==> config.mk <==
export PLATFORM = sky130hd
export DESIGN_NAME = div_unit
export DESIGN_NICKNAME = d
export VERILOG_FILES = /design/src/rtl/div_unit.sv
export SDC_FILE = /design/constraint.sdc
export NUM_CORES = 1
export LEC_CHECK = 0
export CAP_MARGIN = 25
export CORE_MARGIN = 8
export CORE_UTILIZATION = 45
export DETAILED_ROUTE_END_ITERATION = 8
export PLACE_DENSITY = 0.67
export SLEW_MARGIN = 20
export SYNTH_ARGS = -nofsm -noshare
export SYNTH_HDL_FRONTEND = slang
export SYNTH_SLANG_ARGS = --single-unit
==> constraint.sdc <==
create_clock -name clk -period 3.8 [get_ports clk]
set_input_delay 0.76 -clock clk [delete_from_list [all_inputs] [get_ports clk]]
set_output_delay 0.76 -clock clk [all_outputs]
set_load 0.03 [all_outputs]
==> src/rtl/div_unit.sv <==
// rtl/div_unit.sv - sequential restoring divider, one quotient bit per cycle.
// Define DIV_UNSIGNED_EN to add the is_unsigned port for DIVU.
module div_unit #(
  parameter int WIDTH = 32
) (
  input  logic             clk,
  input  logic             reset,
  input  logic             start,
`ifdef DIV_UNSIGNED_EN
  input  logic             is_unsigned,
`endif
  input  logic [WIDTH-1:0] dividend,
  input  logic [WIDTH-1:0] divisor,
  output logic             busy,
  output logic             done,
  output logic             div_zero,
  output logic [WIDTH-1:0] hi_out,
  output logic [WIDTH-1:0] lo_out
);

  localparam int CW = $clog2(WIDTH);

  localparam logic [1:0] S_IDLE = 2'd0;
  localparam logic [1:0] S_CALC = 2'd1;
  localparam logic [1:0] S_FIX  = 2'd2;
  localparam logic [1:0] S_DONE = 2'd3;

  logic [1:0]       state_q, state_d;
  logic [WIDTH-1:0] rem_q, rem_d;
  logic [WIDTH-1:0] quo_q, quo_d;
  logic [WIDTH-1:0] dvs_q, dvs_d;
  logic [CW-1:0]    cnt_q, cnt_d;
  logic             qneg_q, qneg_d;
  logic             rneg_q, rneg_d;
  logic             dz_q, dz_d;
  logic [WIDTH-1:0] hi_q, hi_d;
  logic [WIDTH-1:0] lo_q, lo_d;

  logic             uns_op;
  logic             a_neg, b_neg;
  logic [WIDTH-1:0] a_abs, b_abs;
  logic [WIDTH:0]   shifted, diff;

`ifdef DIV_UNSIGNED_EN
  assign uns_op = is_unsigned;
`else
  assign uns_op = 1'b0;
`endif

  assign a_neg = ~uns_op & dividend[WIDTH-1];
  assign b_neg = ~uns_op & divisor[WIDTH-1];
  assign a_abs = a_neg ? -dividend : dividend;
  assign b_abs = b_neg ? -divisor : divisor;

  // One extra bit so the trial subtraction's borrow shows up in diff[WIDTH].
  assign shifted = {rem_q, quo_q[WIDTH-1]};
  assign diff    = shifted - {1'b0, dvs_q};

  always_comb begin
    state_d = state_q;
    rem_d   = rem_q;
    quo_d   = quo_q;
    dvs_d   = dvs_q;
    cnt_d   = cnt_q;
    qneg_d  = qneg_q;
    rneg_d  = rneg_q;
    dz_d    = dz_q;
    hi_d    = hi_q;
    lo_d    = lo_q;
    case (state_q)
      S_IDLE: begin
        if (start) begin
          if (divisor == '0) begin
            dz_d    = 1'b1;
            state_d = S_DONE;
          end else begin
            dz_d    = 1'b0;
            rem_d   = '0;
            quo_d   = a_abs;
            dvs_d   = b_abs;
            qneg_d  = a_neg ^ b_neg;
            rneg_d  = a_neg;
            cnt_d   = CW'(WIDTH - 1);
            state_d = S_CALC;
          end
        end
      end
      S_CALC: begin
        if (!diff[WIDTH]) begin
          rem_d = diff[WIDTH-1:0];
          quo_d = {quo_q[WIDTH-2:0], 1'b1};
        end else begin
          rem_d = shifted[WIDTH-1:0];
          quo_d = {quo_q[WIDTH-2:0], 1'b0};
        end
        cnt_d = cnt_q - 1'b1;
        if (cnt_q == '0) state_d = S_FIX;
      end
      S_FIX: begin
        // Truncating division: remainder follows the dividend's sign.
        lo_d    = qneg_q ? -quo_q : quo_q;
        hi_d    = rneg_q ? -rem_q : rem_q;
        state_d = S_DONE;
      end
      default: state_d = S_IDLE;
    endcase
  end

  always_ff @(posedge clk) begin
    if (!reset) begin
      state_q <= S_IDLE;
      rem_q   <= '0;
      quo_q   <= '0;
      dvs_q   <= '0;
      cnt_q   <= '0;
      qneg_q  <= 1'b0;
      rneg_q  <= 1'b0;
      dz_q    <= 1'b0;
      hi_q    <= '0;
      lo_q    <= '0;
    end else begin
      state_q <= state_d;
      rem_q   <= rem_d;
      quo_q   <= quo_d;
      dvs_q   <= dvs_d;
      cnt_q   <= cnt_d;
      qneg_q  <= qneg_d;
      rneg_q  <= rneg_d;
      dz_q    <= dz_d;
      hi_q    <= hi_d;
      lo_q    <= lo_d;
    end
  end

  assign busy     = (state_q != S_IDLE);
  assign done     = (state_q == S_DONE);
  assign div_zero = done & dz_q;
  assign hi_out   = hi_q;
  assign lo_out   = lo_q;

endmodule
---- Word level (Yosys, flattened, before mapping) ----
Index checks and enable logic that the tools add are counted.
storage, ports and cells
  register bits after elaboration ......... 170
  input port bits ......................... 67
  output and inout bits ................... 67
  word-level logic and storage cells ...... 54
cells by class
  add/sub/neg operators ................... 6
  equal/unequal tests ..................... 6
  muxes and demuxes ....................... 20
  bitwise logic cells ..................... 3
  reductions and logical operators ........ 9
operator list
  operator               number
  $mux W32               9
  $neg A32 Y32           4
  $pmux W32 S2           2
  $sub A33 B32 Y33       1
  $logic_not A32 Y1      1
  $mux W5                2
  $pmux W5 S2            1
  $mux W2                3
  $ne A2 B2 Y1 const B   3
  $pmux W2 S3            1
  $reduce_and A3 Y1      2
  $logic_not A5 Y1       1
  $sub A5 B1 Y5 const B  1
  $eq A2 B2 Y1 const B   2
  $reduce_and A2 Y1      2
  $reduce_bool A2 Y1     2
  $eq A2 B1 Y1 const B   1
  $logic_not A2 Y1       1
  $mux W1                2
  $and A1 B1 Y1          1
  $not A1 Y1             1
  $xor A1 B1 Y1          1

---- Depth between registers and ports, before layout ----
Gate-level depths: netlist of the first run.
  depth in word-level cells ............... 5
  depth in mapped cells ................... 13
  mapped depth without buffers ............ 12

---- Worst setup path before layout of the first run ----
OpenSTA, ideal clock, no wires.
  path type ............................... in2reg
  start point ............................. input port divisor[18]
  end point ............................... register rem_q[2]
  library setup time ...................... 0.095 ns
  arrival time ............................ 3.171 ns
  data required time ...................... 3.705 ns
  setup slack ............................. 0.534 ns
  stages .................................. 11
  buffers on the path ..................... 2
  cells stage by stage .................... or4_1 > or2_1 > or3_1 > nor3_1 > nor2_1 > a21oi_1 > and2_0 > clkbuf_1 > buf_2 > nand2_1 > o311ai_1
between the ends
  longest elaborated chain between the ends .. 3
ends and longest elaborated chain
  item                                RTL line  RTL
  start: declaration                  13        input logic [WIDTH-1:0] divisor,
  $logic_not A32 Y1                   73        if (divisor == '0) begin
  $ne A2 B2 Y1 (no source line)       --
  $reduce_and A3 Y1 (no source line)  --
  end signal: assignment              123       rem_q <= rem_d;
  end: declaration                    29        logic [WIDTH-1:0] rem_q, rem_d;
No other way between the ends.
A chain may end at the register's enable or synchronous reset.

---- Final worst setup path of the first run ----
  start point ............................. register quo_q[31]
  end point ............................... register rem_q[31]
between the ends
  longest elaborated chain between the ends .. 3
ends and longest elaborated chain
  item                      RTL line  RTL
  start: declaration        30        logic [WIDTH-1:0] quo_q, quo_d;
  start signal: assignment  124       quo_q <= quo_d;
  $sub A33 B32 Y33          57        assign diff = shifted - {1'b0, dvs_q};
  $mux W32                  89        if (!diff[WIDTH]) begin
  $pmux W32 S2              70        case (state_q)
No other way between the ends.

==> results of run 1 <==
==> cells by family (layout without fill, tap and decap cells) <==
family | after synthesis | count (layout)
and+or+nand+nor | 422 | 422
AOI/OAI and AO/OA | 405 | 405
DFF | 170 | 170
xor gates and xnor gates | 147 | 147
buffers and inverters | 143 | 255
adders and majority gates | 44 | 44
muxes | 31 | 31
other | 0 | 1
==> state kept, by name, summed over array words and instances, names as in the netlist <==
name and count:
state_q 2, dvs_q 32, rneg_q 1, hi_out 32
rem_q 32, dz_q 1, lo_out 32, qneg_q 1
quo_q 32, cnt_q 5
==> through the flow <==
stage | instances | total power [uW] | setup slack (ps) | instance area, sq um | util
after floorplan | 1362 | 5412 | 533.8 | 11040 | -
after global placement | 1765 | 6653 | 98.89 | 12760 | 0.5279
after detailed placement | 1765 | 6726 | 62.77 | 12760 | 0.5279
after CTS | 1797 | 8455 | 382.7 | 13340 | 0.5518
after global routing | 1799 | 8985 | 144.8 | 13360 | 0.5526
final | 1799 | 8403 | 327.6 | 13360 | 0.5526
==> final timing paths <==
path,from,endpoint,slack [ps],cells past startpoint
setup / recovery,quo_q[31],rem_q[31],330,14
hold / removal,dvs_q[31],dvs_q[31],480,2
setup reg to reg,quo_q[31],rem_q[31],330,14
hold reg to reg,dvs_q[31],dvs_q[31],480,2
==> cell type report <==
class | instances | area, sq um | share of cell area
Antenna cell | 1 | 2.502 | 0.0001873
Clock buffer | 17 | 425.4 | 0.03184
Clock inverter | 15 | 152.6 | 0.01143
Inverter | 55 | 206.4 | 0.01545
Multi-Input combinational cell | 1049 | 7089 | 0.5306
Sequential cell | 170 | 3405 | 0.2548
Tap cell | 324 | 405.4 | 0.03034
Timing Repair Buffer | 168 | 1674 | 0.1253
==> routing by layer <==
metal	GRT usage	up-vias	wire, microns
met5	0	-	0
met4	0.05401	0	499
met3	0.03267	32	1447
met2	0.2628	222	11640
met1	0.2782	4559	15050
li1	-	5048	-
==> Yosys cell counts, types with 3 or more instances <==
cell type / n
nand2b_1: 8
ha_1: 43
a31oi_1: 3
o211ai_1: 23
xnor2_1: 21
nor4_1: 9
a22o_1: 3
nand3_1: 17
dfxtp_1: 170
a21oi_1: 47
a211oi_1: 6
nand4_1: 9
xor2_1: 125
nor2_1: 24
or4_1: 11
clkbuf_8: 3
buf_2: 6
and2_1: 5
a21o_1: 13
o21ai_0: 106
o211a_1: 89
o21bai_1: 5
nand3b_1: 5
a21boi_0: 36
o21a_1: 4
nor3_1: 15
nand2_1: 266
clkbuf_1: 76
o31ai_1: 36
mux2i_1: 30
nor2b_1: 13
o41ai_1: 19
or4_4: 4
inv_1: 54
or3_1: 18
or2_2: 7
==> power by group through the flow <==
stage | Clock (uW) | Sequential, uW | Combinational, uW
6_report | 1710 | 2690 | 4010
5_1_grt | 1820 | 2760 | 4400
4_1_cts | 1750 | 2700 | 4010
3_5_place_dp | 0 | 2740 | 3990
3_3_place_gp | 0 | 2710 | 3940
2_1_floorplan | 0 | 3030 | 2390
==> critical path, stage by stage (launching register included) <==
cell	delay (ps)
dfxtp_1	340
inv_1	120
ha_1	250
fa_1	390
nand2b_1	220
a21oi_1	260
o21ai_0	240
nand3_1	150
a21oi_1	130
o41ai_2	240
buf_4	200
xor2_4	160
buf_12	270
mux2i_1	280
o21ai_0	100
==> results.md, run 1 <==
* Outcome: complete, no violations
* Final Hold Violating Endpoints at 0
* Total Routing Usage GR at 0.1853
* Full die area at 29800 sq um
* Clock latency on the worst-skew pair at 430 ps
* Drt wl/cell at 15.91 microns
* Filler instances at 2262
* Initial core utilization at 0.4566
* Gate power share at 0.477
* Area fraction in and, or, nand and nor cells after synthesis at 0.1758
* Pwr dens at 629.0 nW/um^2
* Sw Share at 0.4276
* Sink Count at 170
* I/O pin count at between 100 and 150
* Post-CTS setup buffers at 0
* Routability cong. at 0.8994
* Yosys reg bits at 170
* Final Critical Period at roughly 3500 ps
* Via count at ~10000
* DIE HEIGHT at 172.6 microns
* Adder-cell share of the synthesized area at 0.05055
* Row cnt at 57
* Clock Power Share at 0.203
* Most frequent cells in the layout: nand2_1 (266), dfxtp_1 (169), clkdlybuf4s50_1 (132)
* Synth top area cells: dfxtp_1 (31%), xor2_1 (9.9%), nand2_1 (9.0%), o211a_1 (8.1%), ha_1 (4.9%)
* Post-synth EDFFs at 0
* RSZ-0062 raised after global routing: no
* Post-route clock period utilization at 0.9138
* Internal at 4811 uW
* FFs w/ async S/R, synth at 0
* Nets at 1572
* Hold_ws at 476.1 ps
* # setup viols final at 0
* Fmax at 0.2880 GHz
* Max Cap Viol at 0
* Worst Hold Class: flop to flop
* GRT Residual Overflow at 0
* Synth cell types at 65
* Most common cell after layout, fill and taps aside: nand2_1
* Crit end category: flop
* Final ANT Viol Nets at 0
* Die X at 172.6 microns
* Ys Warns at 0
* Area leader, netlist: dfxtp_1
* Multiplexer share of the synthesized area at 0.02822
* Worst Path Required at 4110 ps
* Vias/cell at about 5.5
* Layout area overhead at 21.02%
* Max H-tree Level at 4
* DRT iter0 DRCs at 626
* Worst clock skew at 11.45 ps
* Synth Instances at 1362
* Share of the synthesized area in the top cell type at 0.3083
* Post-Synthesis Cell Area at 11040 sq um
* Initial antenna violation count at 1
* DRT Wirelength at around 29000 microns
* Avg Cell Area, Syn at 8.105 sq um
* TritonCTS buffer count at 17
* VDD IR max at ~0.32 mV
* Vias in the first global route at 9082
* Pin slew with the least headroom to its limit at around 870 ps
* Final TNS setup at 0 ps
* Critical path class: flop to flop
* Slew headroom at 0.4188
* Number of port buffers at 133
* Root buffer cell: clkbuf_16
* CTS tree: done
* Worst Path Arrival at 3780 ps
* Leakage Power at 0.005814 uW
* Synth Area in Compound Gates at 0.2668
* Post-synth top flop: dfxtp_1
* First-pass GRT wire length at 47170 microns
* Post-cts resize count at 0
* Register area share after synthesis at 0.3083
* CP startpoint kind: flop
* Clock buffer depth at 2
* CP max FO at 37
* Net Count, Synth at 1473
* DRC at 0
* Reg clk slew, reported paths at 70 ps
* Xor-xnor portion of the synthesized cell area at 0.1173
* Max Slew Vio Count at 0
* Largest net degree at the start of global routing at 94
* DP HPWL at 21540 microns
* Area of the core at 24180 sq um
* Layout cell share with drive strength beyond 1 at 0.06445
* First-pass DRT Iterations at 7
* Combinational family with the most area after synthesis: compound AO/OA/AOI/OAI gates
* Switching power at 3593 uW
* Cts hold-fix bufs at 0
* Sequential power share at 0.320
Power figures use the tool's default switching activity.
==> run 2, diff against run 1 <==
--- a/config.mk
+++ b/config.mk
@@ -10,6 +10,7 @@
 export CORE_UTILIZATION = 45
 export DETAILED_ROUTE_END_ITERATION = 8
 export PLACE_DENSITY = 0.67
+export SETUP_SLACK_MARGIN = 0.02
 export SLEW_MARGIN = 20
 export SYNTH_ARGS = -nofsm -noshare
 export SYNTH_HDL_FRONTEND = slang
==> results of run 2 <==
No change in the layout: final DEF, timing and power equal those of run 1.
==> run 3, diff against run 2 <==
--- a/config.mk
+++ b/config.mk
@@ -5,7 +5,6 @@
 export SDC_FILE = /design/constraint.sdc
 export NUM_CORES = 1
 export LEC_CHECK = 0
-export CAP_MARGIN = 25
 export CORE_MARGIN = 8
 export CORE_UTILIZATION = 45
 export DETAILED_ROUTE_END_ITERATION = 8
==> run 3 against run 2 <==
- worst hold slack lost 0.69 ps
- clock skew grew 0.77 ps
- critical path depth is the same
- clock power is essentially flat
- final area shrank 0.11%
- sequential cell count is the same
- worst setup slack gained 9.0 ps
- critical endpoint unchanged
- via count is essentially flat
- first-iteration DRC count shrank 0.80%
- power is essentially flat
- global-route usage is the same
==> results.md, run 3 (same netlist as run 1, synthesis figures left out) <==
* Overall Power at 8399 uW (about the same)
* Hold_ws at 475.4 ps (-0.6940 ps)
* Final Hold Violating Endpoints at 0 (unchanged)
* Met1 WL at 15060 microns (about the same)
* Reg clk slew, reported paths at 70 ps (about the same)
* Nets at 1571 (-0.064%)
* Max Slew Vio Count at 0 (unchanged)
* Worst clock skew at 12.23 ps (+0.7736 ps)
* Metal3 WL at 1365 microns (-5.7%)
* Highest Signal Layer: met4
* Max H-tree Level at 4 (unchanged)
* CP max FO at 37 (unchanged)
* RSZ-0062 raised after global routing: no
* Largest net degree at the start of global routing at 94 (unchanged)
* CTS tree: done
* Sink Count at 170 (unchanged)
* Most frequent cells in the layout: nand2_1 (266), dfxtp_1 (169), clkdlybuf4s50_1 (132)
* Vias in the first global route at 9082 (unchanged)
* Clock latency on the worst-skew pair at 430 ps (about the same)
* Outcome: complete, no violations
* First-pass GRT wire length at 47170 microns (unchanged)
* Post-route clock period utilization at 0.9114 (-0.002362)
* Row cnt at 57 (unchanged)
* Clock buffer depth at 2 (unchanged)
* Leakage Power at 0.005807 uW (-0.12%)
* I/O pin count at 134 (unchanged)
* Slew headroom at 0.2923 (-0.1265)
* Fmax at 0.2887 GHz (+0.26%)
* Area of the core at 24180 sq um (unchanged)
* Post-cts resize count at 0 (unchanged)
* Critical path class: flop to flop
* Worst Hold Class: flop to flop
* Max Cap Viol at 0 (unchanged)
* Worst Path Required at 4110 ps (about the same)
* Routability cong. at 0.8994 (unchanged)
* Initial core utilization at 0.4566 (unchanged)
* Worst Path Arrival at 3770 ps (about the same)
* Pin slew with the least headroom to its limit at 1060 ps (+191.1 ps)
* # setup viols final at 0 (unchanged)
* Via count at 9856 (-0.051%)
* Pwr dens at 629.3 nW/um^2 (about the same)
* DRT Wirelength at 28610 microns (about the same)
* Layout cell share with drive strength beyond 1 at 0.06382 (-0.0006351)
* Die X at 172.6 microns (unchanged)
* Final Critical Period at 3463 ps (-8.974 ps)
* Full die area at 29800 sq um (unchanged)
* GRT Residual Overflow at 0 (unchanged)
* Met2 WL at 11690 microns (+0.46%)
* DRC at 0 (unchanged)
* Final TNS setup at 0 ps (unchanged)
* Crit end category: flop
* VDD IR max at 0.3167 mV (about the same)
* Number of port buffers at 133 (unchanged)
* First-pass DRT Iterations at 5 (-2)
* Post-CTS setup buffers at 0 (unchanged)
* DIE HEIGHT at 172.6 microns (unchanged)
* Most common cell after layout, fill and taps aside: nand2_1
* Drt wl/cell at 15.91 microns (about the same)
* Initial antenna violation count at 1 (unchanged)
* Cts hold-fix bufs at 0 (unchanged)
* Final ANT Viol Nets at 0 (unchanged)
* CP startpoint kind: flop
* Layout area overhead at 20.89%
* Total Routing Usage GR at 0.1853 (unchanged)
* DRT iter0 DRCs at 621 (-0.80%)
* DP HPWL at 21540 microns (unchanged)
* Post-route core utilization at 0.5520 (-0.0006210)
* TritonCTS buffer count at 17 (unchanged)
* Root buffer cell: clkbuf_16
* Vias/cell at 5.482 (about the same)
==> run 3: changes by cell type in the layout (fill, tap and decap cells not counted), sizes merged <==
cell	before	now
buf	36	35
==> run 3: layout make-up <==
type,count,area [sq um]
antenna,1,2.502
timing repair buffer,167,1659
clock inverter,15,152.6
inverter,55,206.4
fill,2263,10830
tap,324,405.4
clock buffer,17,425.4
multi-input combinational,1049,7089
sequential,170,3405
==> run 3: routing by layer <==
layer  track usage  vias to the layer above
met4       0.05401                        0
met2        0.2628                      219
met3       0.03267                       31
li1              -                     5051
met1        0.2782                     4555
met5             0                        -
==> run 3: worst paths after layout <==
kind | endpoint | slack, ps | cells after the start | start
max | rem_q[31] | 340 | 14 | quo_q[31]
min | dvs_q[31] | 480 | 2 | dvs_q[31]
max reg2reg | rem_q[31] | 340 | 14 | quo_q[31]
min reg2reg | dvs_q[31] | 480 | 2 | dvs_q[31]
==> run 3: per-stage QoR <==
| step | instances | worst slack [ps] | cell area (sq um) |
|---|---|---|---|
| after floorplan | 1362 | 533.8 | 11040 |
| after global placement | 1765 | 98.89 | 12760 |
| after detailed placement | 1765 | 62.77 | 12760 |
| after CTS | 1797 | 382.7 | 13340 |
| after global routing | 1798 | 144.8 | 13350 |
| final | 1798 | 336.6 | 13350 |
==> run 3: critical path: stages, from the launching register on <==
cell	delay [ps]
dfxtp_1	340
inv_1	120
ha_1	250
fa_1	390
nand2b_1	220
a21oi_1	260
o21ai_0	240
nand3_1	140
a21oi_1	130
o41ai_2	230
buf_4	190
xor2_4	160
buf_12	270
mux2i_1	280
o21ai_0	100
==> run 3: power by group <==
part / switching [uW] / total, uW / internal, uW
Combinational: 2310 / 3990 / 1680
Clock: 830 / 1710 / 877
Sequential: 448 / 2700 / 2250
Total: 3590 / 8400 / 4810
==> variant 1: new RTL, settings of run 1 <==
Register the outputs `busy` and `div_zero`, cleared by the reset; this adds one clock of latency there. The other outputs are not delayed to match.
--- a/src/rtl/div_unit.sv
+++ b/src/rtl/div_unit.sv
@@ -132,9 +132,16 @@
     end
   end
 
-  assign busy     = (state_q != S_IDLE);
   assign done     = (state_q == S_DONE);
-  assign div_zero = done & dz_q;
+  always_ff @(posedge clk) begin
+    if (!reset) begin
+      busy     <= '0;
+      div_zero <= '0;
+    end else begin
+      busy     <= (state_q != S_IDLE);
+      div_zero <= done & dz_q;
+    end
+  end
   assign hi_out   = hi_q;
   assign lo_out   = lo_q;
 
Check against the original RTL: not equivalent (Yosys sat finds a counterexample within 4 cycles, from zero or initial values and one cycle with reset low).
==> variant 1 against run 1 <==
Final area is 0.38% higher. Synthesized cell count grew 5.1%. Non-clock buffer count grew 10. Global-route usage grew 2.5 points. Combinational power up 2%. Critical path depth shrank 4. Sequential cell count up 2. Setup slack better by 0.027 ns. Synthesized area up 0.65%. Power increased by 0.49%. Routed wire length rose by 12%. Largest power group unchanged. Highest routed layer unchanged.
==> variant 1: results (changes against run 1) <==
| Metric | Value |
|---|---|
| Post-synthesis sequential area ratio | 31.0% (was 30.8%) |
| Synth warn | 0 (unchanged) |
| Antenna violations before repair | 0 (was 1) |
| First-pass GRT wire length | 53.0 mm (was 47.2 mm) |
| Antenna cells | 0 (was 1) |
| DPL Wire Length | 24.5 mm (was 21.5 mm) |
| TritonRoute pass-1 iters | 5 (was 7) |
| Post-Synth Adder-Cell Area | 5.02% (was 5.05%) |
| Type of the tightest min-delay check | flip-flop to flip-flop (unchanged) |
| Clock Tree Root | clkbuf_16 (unchanged) |
| Post-synth cell types | 71 (was 65) |
| Clock share of power | 20.0% (was 20.3%) |
| CTS Buf Count | 17 (unchanged) |
| Clk Latency, worst-skew pair | 0.44 ns |
| Post-Syn Instances | 1,431 (was 1,362) |
| Clock Skew | 0.0167 ns (was 0.0115 ns) |
| Worst rel slew slack | 53.4% (was 41.9%) |
| Final wirelength | 32.1 mm (was 28.6 mm) |
| Setup bufs post-CTS | 0 (unchanged) |
| WHS Path Cells | 2 (unchanged) |
| Leakage | 5.02 nW (was 5.81 nW) |
| Iter 0 DRT Violations | 767 (was 626) |
| Max-Cap Viols | 0 (unchanged) |
| Crit Path Max Fanout | 32 (was 37) |
| Sw Ratio | 43.9% (was 42.8%) |
| PostCTS Resize Cnt | 0 (unchanged) |
| Status | complete, no violations (unchanged) |
| Fin cells | 1,867 (was 1,799) |
| Met1 Resource Use GR | 29.7% (was 27.8%) |
| Ys async rst share | 0% (unchanged) |
| Mux contribution to synthesized area | 2.08% (was 2.82%) |
| Layout cells sized above 1 | 6.35% (was 6.45%) |
| FF-to-FF path depth | 10 (was 14) |
| Buffers on Ports | 133 (unchanged) |
| Largest net degree at the start of global routing | 65 (was 94) |
| Reg clk slew, reported paths | 0.07 ns (about the same) |
| Worst EP arrival | 3.80 ns (was 3.78 ns) |
| Commonest cells post-synth | dfxtp_1, nor2_1, nand2_1 (was nand2_1, dfxtp_1, xor2_1) |
| Gp weighted congestion | 0.899 (about the same) |
| Post-synth net total | 1,542 (was 1,473) |
| CTS max path bufs | 2 (unchanged) |
| Met2 usage in global routing | 32.3% (was 26.3%) |
| Post-Synth XOR/XNOR Area | 10.8% (was 11.7%) |
| Remaining antenna violation count | 0 (unchanged) |
| Vias in the first global route | 10,100 (was 9,082) |
| Nets | 1,641 (was 1,572) |
| Maximum vdd drop | 0.320 mV (was 0.317 mV) |
| Synth Area in Compound Gates | 24.7% (was 26.7%) |
| DR vias/cell | 5.76 (was 5.48) |
| Ranking of synthesized cells by area | dfxtp_1, xor2_1, a211oi_1, ha_1, nor2_1 (was dfxtp_1, xor2_1, nand2_1, o211a_1, ha_1) |
| GR met3 Demand/Resource | 3.53% (was 3.27%) |
| GRT Total Usage | 21.0% (was 18.5%) |
| Inst Count DP | 1,835 (was 1,765) |
| CTS H-Tree Depth | 4 (unchanged) |
-- variant 1: cell types whose count changed after synthesis, moves of 31 or more --
cell / change
a21boi_0: -35
a211oi_1: +78
nand3_1: +64
o211a_1: -87
nand2_1: -131
nor2_1: +113
a21oi_1: +31
-- variant 1: cells by family after synthesis --
| logic type | Yosys count |
|---|---|
| compound gates | 411 |
| xor+xnor | 137 |
| fa+ha+maj | 44 |
| buf+inv | 157 |
| flops | 172 |
| mux | 23 |
| simple gates | 487 |
-- variant 1: layer usage --
layer,part of all wire (%),up-vias
met5,0,-
met4,1.8,0
met3,4.6,42
met2,43,302
met1,50,5004
li1,-,5401
-- variant 1: area by class of cell --
| class | count | area, um2 |
|---|---|---|
| clock buffers | 17 | 425 |
| flip-flops and latches | 172 | 3440 |
| clock inverters | 15 | 133 |
| repair buffers | 178 | 1730 |
| fillers | 2342 | 10800 |
| inverters | 59 | 223 |
| multi-input cells | 1102 | 7050 |
| well taps | 324 | 405 |
-- variant 1: worst max-delay path, stage by stage --
cell and delay (ns):
clkdlybuf4s50_1 0.43, or4_4 0.55, or4_4 0.43, or3_4 0.42
o311a_2 0.44, a21o_1 0.25, nor2_4 0.13, buf_12 0.21
a32oi_1 0.08, o21ai_1 0.09
-- variant 1: power by group through the flow --
stage               combinational (mW)  sequential [mW]  clock (mW)
floorplan                         2.51             2.95           0
global placement                  4.04             2.66           0
detailed placement                4.09             2.67           0
CTS                               4.11             2.63        1.72
global route                      4.54             2.70        1.79
finish                            4.11             2.64        1.69
-- variant 1: through the flow --
| stage | instance area (um2) | setup slack (ns) | utilization, % |
|---|---|---|---|
| after global routing | 13400 | 0.237 | 55.3 |
| after CTS | 13400 | 0.361 | 55.3 |
| after global placement | 12900 | -0.0673 | 53.0 |
| final | 13400 | 0.354 | 55.3 |
| after floorplan | 11100 | 0.523 | - |
| after detailed placement | 12900 | -0.0899 | 53.0 |
-- variant 1: final timing paths --
path | start | end | slack, ns
worst max-delay path | divisor[19] | rem_q[13] | 0.35
worst min register to register | quo_q[16] | quo_q[16] | 0.47
worst min-delay path | quo_q[16] | quo_q[16] | 0.47
worst max register to register | rem_q[2] | rem_q[13] | 0.39
==> variant 2: new RTL, flow settings as in run 1 <==
Made on the original files. The option `DIV_UNSIGNED_EN` is turned on by a define.
--- a/src/rtl/div_unit.sv
+++ b/src/rtl/div_unit.sv
@@ -1,5 +1,7 @@
 // rtl/div_unit.sv - sequential restoring divider, one quotient bit per cycle.
 // Define DIV_UNSIGNED_EN to add the is_unsigned port for DIVU.
+`define DIV_UNSIGNED_EN
+
 module div_unit #(
   parameter int WIDTH = 32
 ) (
Interface: changed (added is_unsigned); port bits go from 134 to 135. The function was not compared with the original's and may differ.
==> variant 2 against run 1 <==
First-iteration DRC count grew 13%. Setup slack gained 0.057 ns. Final area shrank 0.91%. Utilization grew 0.97 points. Clock skew is essentially flat. Sequential cell count is the same. Clock power grew 4%. Synthesized area shrank 1.9%. Worst hold slack lost 0.018 ns. Largest cell class unchanged. Routed wire length grew 1.9%. Sequential power shrank 2%. Power shrank 1.6%. Largest power group unchanged. Synthesized cell count grew 3.4%.
==> variant 2: results (changes against run 1) <==
| Metric | Value |
|---|---|
| Hold path startpoint | dvs_q[16] (was dvs_q[31]) |
| Pre-CTS WS | -0.0244 ns (was 0.0628 ns) |
| First-pass GRT wire length | 46.8 mm (was 47.2 mm) |
| Leakage | 4.94 nW (was 5.81 nW) |
| Clock tree cell share of total cell area | 4.53% (was 4.33%) |
| Seq. pwr | 2.63 mW (was 2.69 mW) |
| GRT Total Usage | 19.4% (was 18.5%) |
| Routed met2 length | 11.7 mm (was 11.6 mm) |
| Crit Path Max Fanout | 33 (was 37) |
| Fraction of area in non-clock buffers | 13.2% (was 12.5%) |
| Register area | 0.00340 mm2 (about the same) |
| Clock Skew | 0.0113 ns (was 0.0115 ns) |
| Mux contribution to synthesized area | 2.96% (was 2.82%) |
| Post-synth net total | 1,520 (was 1,473) |
| Commonest cells post-synth | dfxtp_1, nand2_1, nor2_1 (was nand2_1, dfxtp_1, xor2_1) |
| Status | complete, no violations (unchanged) |
| Buffers excl. clock | 177 (was 168) |
| Worst Setup EP | rem_q[18] (was rem_q[31]) |
| Synth Area in Compound Gates | 24.0% (was 26.7%) |
| Buffers on Ports | 134 (was 133) |
| Vias in the first global route | 9,050 (was 9,082) |
| Fin crit share | 89.9% (was 91.4%) |
| Post-Synth Adder-Cell Area | 5.16% (was 5.05%) |
| Ranking of synthesized cells by area | dfxtp_1, xor2_1, nand2_1, a211oi_1, o21ai_0 (was dfxtp_1, xor2_1, nand2_1, o211a_1, ha_1) |
| Fraction of standard cell area in multi-input logic | 51.7% (was 53.1%) |
| Int Power | 4.71 mW (was 4.81 mW) |
| Post-synthesis sequential area ratio | 31.4% (was 30.8%) |
| M1 WL | 15.4 mm (was 15.0 mm) |
| Number of fill cells | 2,249 (was 2,262) |
| Layout cells sized above 1 | 6.19% (was 6.45%) |
| Maximum vdd drop | 0.397 mV (was 0.317 mV) |
| Iter 0 DRT Violations | 709 (was 626) |
| TritonRoute pass-1 iters | 5 (was 7) |
| Hold path endpoint | dvs_q[16] (was dvs_q[31]) |
| Antenna violations before repair | 0 (was 1) |
| Met2 usage in global routing | 26.9% (was 26.3%) |
| DR vias/cell | 5.44 (was 5.48) |
| DPL Wire Length | 22.1 mm (was 21.5 mm) |
| Hold slack | 0.459 ns (was 0.476 ns) |
| Inverters | 63 (was 55) |
==> variant 2: changes by cell type in the layout (fill, tap and decap cells not counted), moves of 34 or more <==
| cell | before | now |
|---|---|---|
| nand2_1 | 266 | 167 |
| nor2_1 | 23 | 152 |
| a211oi_1 | 6 | 81 |
| o211a_1 | 89 | 0 |
| xor2_1 | 125 | 91 |
| xnor2_1 | 21 | 57 |
| a21oi_1 | 46 | 112 |
==> variant 2: metrics by stage <==
stage | cell area [um2] | power, mW | util, % | cells
3_3_place_gp | 12600 | 6.44 | 53.5 | 1819
2_1_floorplan | 10800 | 5.27 | - | 1408
5_1_grt | 13200 | 8.83 | 56.2 | 1854
4_1_cts | 13200 | 8.29 | 56.1 | 1852
3_5_place_dp | 12600 | 6.50 | 53.6 | 1820
6_report | 13200 | 8.27 | 56.2 | 1855
==> variant 2: cells by family after synthesis <==
logic type / after synthesis
mux: 32
simple gates: 455
buf+inv: 145
compound gates: 414
xor+xnor: 148
fa+ha+maj: 44
flops: 170
